### config.mk
export PLATFORM = sky130hd
export DESIGN_NAME = month_year_flat
export DESIGN_NICKNAME = d
export VERILOG_FILES = /design/src/rtl/month_year_if.sv /design/src/rtl/month_year.sv /design/src/flat_wrapper.sv
export SDC_FILE = /design/constraint.sdc
export NUM_CORES = 1
export LEC_CHECK = 0
export CAP_MARGIN = 20
export CORE_ASPECT_RATIO = 0.7
export CORE_UTILIZATION = 30
export DETAILED_ROUTE_END_ITERATION = 10
export PLACE_DENSITY = 0.66
export SKIP_LAST_GASP = 1
export SLEW_MARGIN = 10
export SYNTH_ARGS = -nofsm -noshare
export SYNTH_HDL_FRONTEND = slang
export SYNTH_SLANG_ARGS = --single-unit
### constraint.sdc
create_clock -name clk_out -period 2.1 [get_ports clk_out]
set_input_delay 0.42 -clock clk_out [delete_from_list [all_inputs] [get_ports clk_out]]
set_output_delay 0.42 -clock clk_out [all_outputs]
set_load 0.05 [all_outputs]
### src/rtl/month_year_if.sv
// Month/year calendar bus: advance/load requests in, BCD calendar state and
// derived day limit out.
interface month_year_if;
   logic        increase;
   logic        load;
   logic [3:0]  ld_month1;
   logic [3:0]  ld_month0;
   logic [15:0] ld_year;
   logic [3:0]  month1;
   logic [3:0]  month0;
   logic [15:0] year;
   logic        leap;
   logic [3:0]  limit1;
   logic [3:0]  limit0;
   logic        over;
   logic        load_err;

   modport slave (
      input  increase, load, ld_month1, ld_month0, ld_year,
      output month1, month0, year, leap, limit1, limit0, over, load_err
   );

   modport master (
      output increase, load, ld_month1, ld_month0, ld_year,
      input  month1, month0, year, leap, limit1, limit0, over, load_err
   );
endinterface

### src/rtl/month_year.sv
// BCD month/year counter with leap-aware day limit and validated load.
// Latency: 1 cycle for load/increase; no backpressure, every request pulse is consumed.
module month_year #(
   parameter logic [7:0]  RST_MONTH = 8'h01,
   parameter logic [15:0] RST_YEAR  = 16'h2000
) (
   input  logic        clk_out,
   input  logic        rst_n,
   month_year_if.slave bus
);

   logic [3:0]  month1_q, month1_d;
   logic [3:0]  month0_q, month0_d;
   logic [15:0] year_q, year_d;
   logic        load_err_q, load_err_d;

   logic [15:0] year_inc;
   logic        carry;
   logic        month_ok;
   logic        year_ok;
   logic        load_ok;
   logic        month_is_12;
   logic        leap;
   logic [7:0]  limit;

   function automatic logic div4(input logic [7:0] t);
      logic [3:0] t1;
      logic [3:0] t0;
      t1 = t[7:4];
      t0 = t[3:0];
      return (~t1[0] & (t0 == 4'd0 || t0 == 4'd4 || t0 == 4'd8)) |
             ( t1[0] & (t0 == 4'd2 || t0 == 4'd6));
   endfunction

   always_comb begin
      carry    = 1'b1;
      year_inc = year_q;
      for (int i = 0; i < 4; i++) begin
         if (carry) begin
            if (year_q[i*4 +: 4] == 4'd9) begin
               year_inc[i*4 +: 4] = 4'd0;
            end else begin
               year_inc[i*4 +: 4] = year_q[i*4 +: 4] + 4'd1;
               carry              = 1'b0;
            end
         end
      end
   end

   always_comb begin
      month_ok = (bus.ld_month1 == 4'd0 && bus.ld_month0 != 4'd0 && bus.ld_month0 <= 4'd9) ||
                 (bus.ld_month1 == 4'd1 && bus.ld_month0 <= 4'd2);
      year_ok  = (bus.ld_year[15:12] <= 4'd9) && (bus.ld_year[11:8] <= 4'd9) &&
                 (bus.ld_year[7:4]   <= 4'd9) && (bus.ld_year[3:0]  <= 4'd9);
      load_ok  = month_ok && year_ok;
   end

   assign month_is_12 = (month1_q == 4'd1) && (month0_q == 4'd2);

   always_comb begin
      month1_d   = month1_q;
      month0_d   = month0_q;
      year_d     = year_q;
      load_err_d = 1'b0;
      if (bus.load) begin
         if (load_ok) begin
            month1_d = bus.ld_month1;
            month0_d = bus.ld_month0;
            year_d   = bus.ld_year;
         end else begin
            load_err_d = 1'b1;
         end
      end else if (bus.increase) begin
         if (month_is_12) begin
            month1_d = 4'd0;
            month0_d = 4'd1;
            year_d   = year_inc;
         end else if (month0_q == 4'd9) begin
            month1_d = month1_q + 4'd1;
            month0_d = 4'd0;
         end else begin
            month0_d = month0_q + 4'd1;
         end
      end
   end

   always_ff @(posedge clk_out) begin
      if (!rst_n) begin
         month1_q   <= RST_MONTH[7:4];
         month0_q   <= RST_MONTH[3:0];
         year_q     <= RST_YEAR;
         load_err_q <= 1'b0;
      end else begin
         month1_q   <= month1_d;
         month0_q   <= month0_d;
         year_q     <= year_d;
         load_err_q <= load_err_d;
      end
   end

   // A century year (yy==00) is leap only when the century itself divides by 4.
   assign leap = (year_q[7:0] != 8'h00) ? div4(year_q[7:0]) : div4(year_q[15:8]);

   always_comb begin
      case ({month1_q, month0_q})
         8'h01, 8'h03, 8'h05, 8'h07, 8'h08, 8'h10, 8'h12: limit = 8'h31;
         8'h04, 8'h06, 8'h09, 8'h11:                      limit = 8'h30;
         8'h02:                                           limit = leap ? 8'h29 : 8'h28;
         default:                                         limit = 8'h00;
      endcase
   end

   assign bus.month1   = month1_q;
   assign bus.month0   = month0_q;
   assign bus.year     = year_q;
   assign bus.leap     = leap;
   assign bus.limit1   = limit[7:4];
   assign bus.limit0   = limit[3:0];
   assign bus.load_err = load_err_q;
   assign bus.over     = rst_n & bus.increase & ~bus.load & month_is_12 & (year_q == 16'h9999);

endmodule
### src/flat_wrapper.sv
// flat-port wrapper written by rule: the top's interface ports become plain ports
module month_year_flat 
#(
   parameter logic [7:0]  RST_MONTH = 8'h01,
   parameter logic [15:0] RST_YEAR  = 16'h2000
)
  (clk_out, rst_n, bus_increase, bus_load, bus_ld_month1, bus_ld_month0, bus_ld_year, bus_month1, bus_month0, bus_year, bus_leap, bus_limit1, bus_limit0, bus_over, bus_load_err);
  month_year_if bus_i ();
  input  logic clk_out;
  input  logic rst_n;
  input wire logic [$bits(bus_i.increase)-1:0] bus_increase;
  input wire logic [$bits(bus_i.load)-1:0] bus_load;
  input wire logic [$bits(bus_i.ld_month1)-1:0] bus_ld_month1;
  input wire logic [$bits(bus_i.ld_month0)-1:0] bus_ld_month0;
  input wire logic [$bits(bus_i.ld_year)-1:0] bus_ld_year;
  output wire logic [$bits(bus_i.month1)-1:0] bus_month1;
  output wire logic [$bits(bus_i.month0)-1:0] bus_month0;
  output wire logic [$bits(bus_i.year)-1:0] bus_year;
  output wire logic [$bits(bus_i.leap)-1:0] bus_leap;
  output wire logic [$bits(bus_i.limit1)-1:0] bus_limit1;
  output wire logic [$bits(bus_i.limit0)-1:0] bus_limit0;
  output wire logic [$bits(bus_i.over)-1:0] bus_over;
  output wire logic [$bits(bus_i.load_err)-1:0] bus_load_err;
  assign bus_i.increase = bus_increase;
  assign bus_i.load = bus_load;
  assign bus_i.ld_month1 = bus_ld_month1;
  assign bus_i.ld_month0 = bus_ld_month0;
  assign bus_i.ld_year = bus_ld_year;
  assign bus_month1 = bus_i.month1;
  assign bus_month0 = bus_i.month0;
  assign bus_year = bus_i.year;
  assign bus_leap = bus_i.leap;
  assign bus_limit1 = bus_i.limit1;
  assign bus_limit0 = bus_i.limit0;
  assign bus_over = bus_i.over;
  assign bus_load_err = bus_i.load_err;
  month_year #(.RST_MONTH(RST_MONTH), .RST_YEAR(RST_YEAR)) u_core (.clk_out(clk_out), .rst_n(rst_n), .bus(bus_i));
endmodule
==> flow_summary.ini <==
[outcome]
status = finished, violations left
violations = setup timing

[cells_and_area]
syn_to_final_growth_pct = 61.44
diodes = 0
final_common_cell = buf_4
final_util_pct = 50.78
fillers = 644
drive_above_1_share_pct = 34.94
layout_common_cells = 77 x buf_4, 46 x clkdlybuf4s50_1, 28 x nand2_1, 19 x nor2_1, 14 x a21oi_1
seq_area_um2 = 533.0
finalInstanceArea_um2 = 3478
multiInputGateArea_um2 = 1509
nNetsFinal = 427

[synth]
synth_top_family_by_area = compound AO/OA/AOI/OAI gates
synth_seq_cells = 25
synthAdderAreaFrac_pct = 1.742
syn_area_um2 = 2155
synthCells = 282
synth_seq_area_share_pct = 23.23
synth_cell_types = 70
syn_avg_cell_area_um2 = 7.640
synth_compound_area_share_pct = 31.59
async_reset_ff_share_pct = 0
synth-main-ff-cell = dfxtp_1
synth_edf_count = 0
synthSimpleGateAreaFrac_pct = 25.67
ys_warn_count = 0
synth_mux_area_share_pct = 3.252
synth-xor-area-share_pct = 1.626

[power_and_ir_drop]
power.switching_mw = 0.4133
intPower_mw = 0.8261
power_mw = 1.239
ir_worst_vdd_v = 0.0002988
p_clk_share_pct = 24.4
p_comb_share_pct = 36.8
pwr-share-seq_pct = 38.9
netSwitchingFraction_pct = 33.35
p_leak_nw = 1.443
p_per_area_nw_per_um2 = 356.3

[routing]
route.detailed.wl_per_inst_um = 15.22
vias = 2686
antenna_left = 0
routed_via_density = 5.493
drt-initial-drc-count = 305
drc = 0
first_pass_iters = 5
wl_mm = 7.443

[placed_design]
portBuffers = 58
hpwl_mm = 5.765
placed_cell_area_um2 = 3313
place.gp.congestion = 0.8433

[global_route]
overflow = 0
track_usage_pct = 20.55
grt_pass1_vias = 2357
grt_max_degree = 23
antenna_found_initial = 0
grt_pass1_wl_mm = 11.93

[timing]
worst_pin_slew_ns = 0.5107
grt_setup_unrepaired = yes
period_share_pct = 112.1
drv_slew = 0
max_freq_ghz = 0.4247
final.setup_skew_ns = 0.008431
hold_viol = 0
fin_crit_ns = 2.355
setup_tns_ns = -0.9143
setup_violations = 4
layout_setup_ws_ns = -0.2548
max_slew_margin_pct = 65.84

[floorplanning]
ios = 63
fp-row-count = 25
dieArea_um2 = 7530
die_h_um = 72.91
core_um2 = 6850
start_util_pct = 31.45
die_w_um = 103.3

[clock_network]
clock-sinks = 25
path_clk_slew_ns = 0.10
clock_path_buffers = 2
worst_skew_pair.late_latency_ns = 0.28
cts-root-buf = clkbuf_8
cts-buffers-inserted = 3
htreeDepth = 1
cts_tree = yes

[worst_setup_path]
critical_path_class = flop to primary output
startpoint_type = flop
cp_max_fo = 4
arrival_ns = 1.93
required_ns = 1.68
end_kind = primary output

[worst_hold_path]
holdCritPathClass = flop to flop

[flow_run]
maxCapViolCount = 0
## worst max-delay path: stages (launching register included)
cell and delay [ns]:
dfxtp_4 0.36, inv_4 0.06, ha_4 0.12, or4b_4 0.48, buf_6 0.16, nor2_4 0.07
a32o_2 0.15, or2_4 0.13, buf_12 0.13
## power groups by stage
| stage | combinational (mW) | clock [mW] | sequential (mW) |
|---|---|---|---|
| 2_1_floorplan | 0.201 | 0 | 0.526 |
| 4_1_cts | 0.443 | 0.309 | 0.482 |
| 5_1_grt | 0.479 | 0.327 | 0.483 |
| 3_5_place_dp | 0.440 | 0 | 0.494 |
| 3_3_place_gp | 0.437 | 0 | 0.494 |
| 6_report | 0.456 | 0.302 | 0.482 |
## metrics by stage
| stage | hold slack, ns | std cells | setup slack, ns |
|---|---|---|---|
| 5_1_grt | 0.6333 | 489 | -0.3052 |
| 4_1_cts | 0.5970 | 484 | -0.2436 |
| 6_report | 0.6043 | 489 | -0.2548 |
| 3_5_place_dp | 0.5642 | 478 | -0.3015 |
| 2_1_floorplan | 0.5856 | 285 | -0.3255 |
| 3_3_place_gp | 0.5768 | 478 | -0.2207 |
## area by class of cell
cell class,count,share of cell area (%)
well taps,94,3.381
flip-flops and latches,25,15.32
multi-input cells,217,43.38
clock inverters,1,0.1439
clock buffers,3,1.187
repair buffers,134,34.89
inverters,15,1.691
## synthesized netlist by cell type, types with 3 or more instances
master | count | area share [%]
a211o_1 | 3 | 1.2
a21oi_1 | 17 | 3.9
a31oi_1 | 5 | 1.5
a32oi_1 | 3 | 1.2
buf_4 | 7 | 2.4
buf_6 | 5 | 2.6
clkbuf_1 | 10 | 1.7
clkbuf_8 | 3 | 1.9
dfxtp_1 | 25 | 23
ha_1 | 3 | 1.7
inv_1 | 14 | 2.4
mux2i_1 | 7 | 3.3
nand2_1 | 29 | 5.1
nand3_1 | 14 | 3.3
nand4_1 | 6 | 1.7
nor2_1 | 22 | 3.8
nor3_1 | 10 | 2.3
o211ai_1 | 9 | 3.1
o21ai_0 | 16 | 3.7
o221a_2 | 4 | 2.1
o31a_1 | 3 | 1.2
xor2_1 | 3 | 1.2
## path summary, 6_finish.rpt
kind                           to  cells after the start            startpoint  slack (ns)
min reg2reg    u_core.bus.year[8]                      2    u_core.bus.year[8]        0.60
max                 bus_limit1[1]                      8  u_core.bus.month1[1]       -0.25
max reg2reg  u_core.bus.month1[0]                      8  u_core.bus.month1[1]        0.03
min            u_core.bus.year[8]                      2    u_core.bus.year[8]        0.60
## metal layers
layer / GRT usage (%) / share of wire (%) / wire length, um
met1: 31.74 / 49 / 3678
met4: 1.721 / 0.36 / 27
met5: 0 / 0 / 0
met3: 3.544 / 8.4 / 622
met2: 30.59 / 42 / 3114
## state kept, by name, summed over array words and instances, names as in the netlist
name / flops
u_core.bus.year: 16
u_core.bus.month0: 4
u_core.bus.month1: 4
u_core.bus.load_err: 1
## kinds of logic after synthesis
group / count (synthesis)
DFF: 25
adders and majority gates: 3
and+or+nand+nor: 105
muxes: 7
other: 1
buffers and inverters: 43
AOI/OAI and AO/OA: 94
xor gates and xnor gates: 4
## repair_timing
| action | CTS | global route |
|---|---|---|
| endpoints found under the setup margin | 16 | 20 |
| cloned | 0 | 0 |
| hold buffers | 0 | 0 |
| setup buffers | 2 | 5 |
| pin swaps | 8 | 5 |
| gates resized for setup | 11 | 14 |
Power figures use the tool's default switching activity.
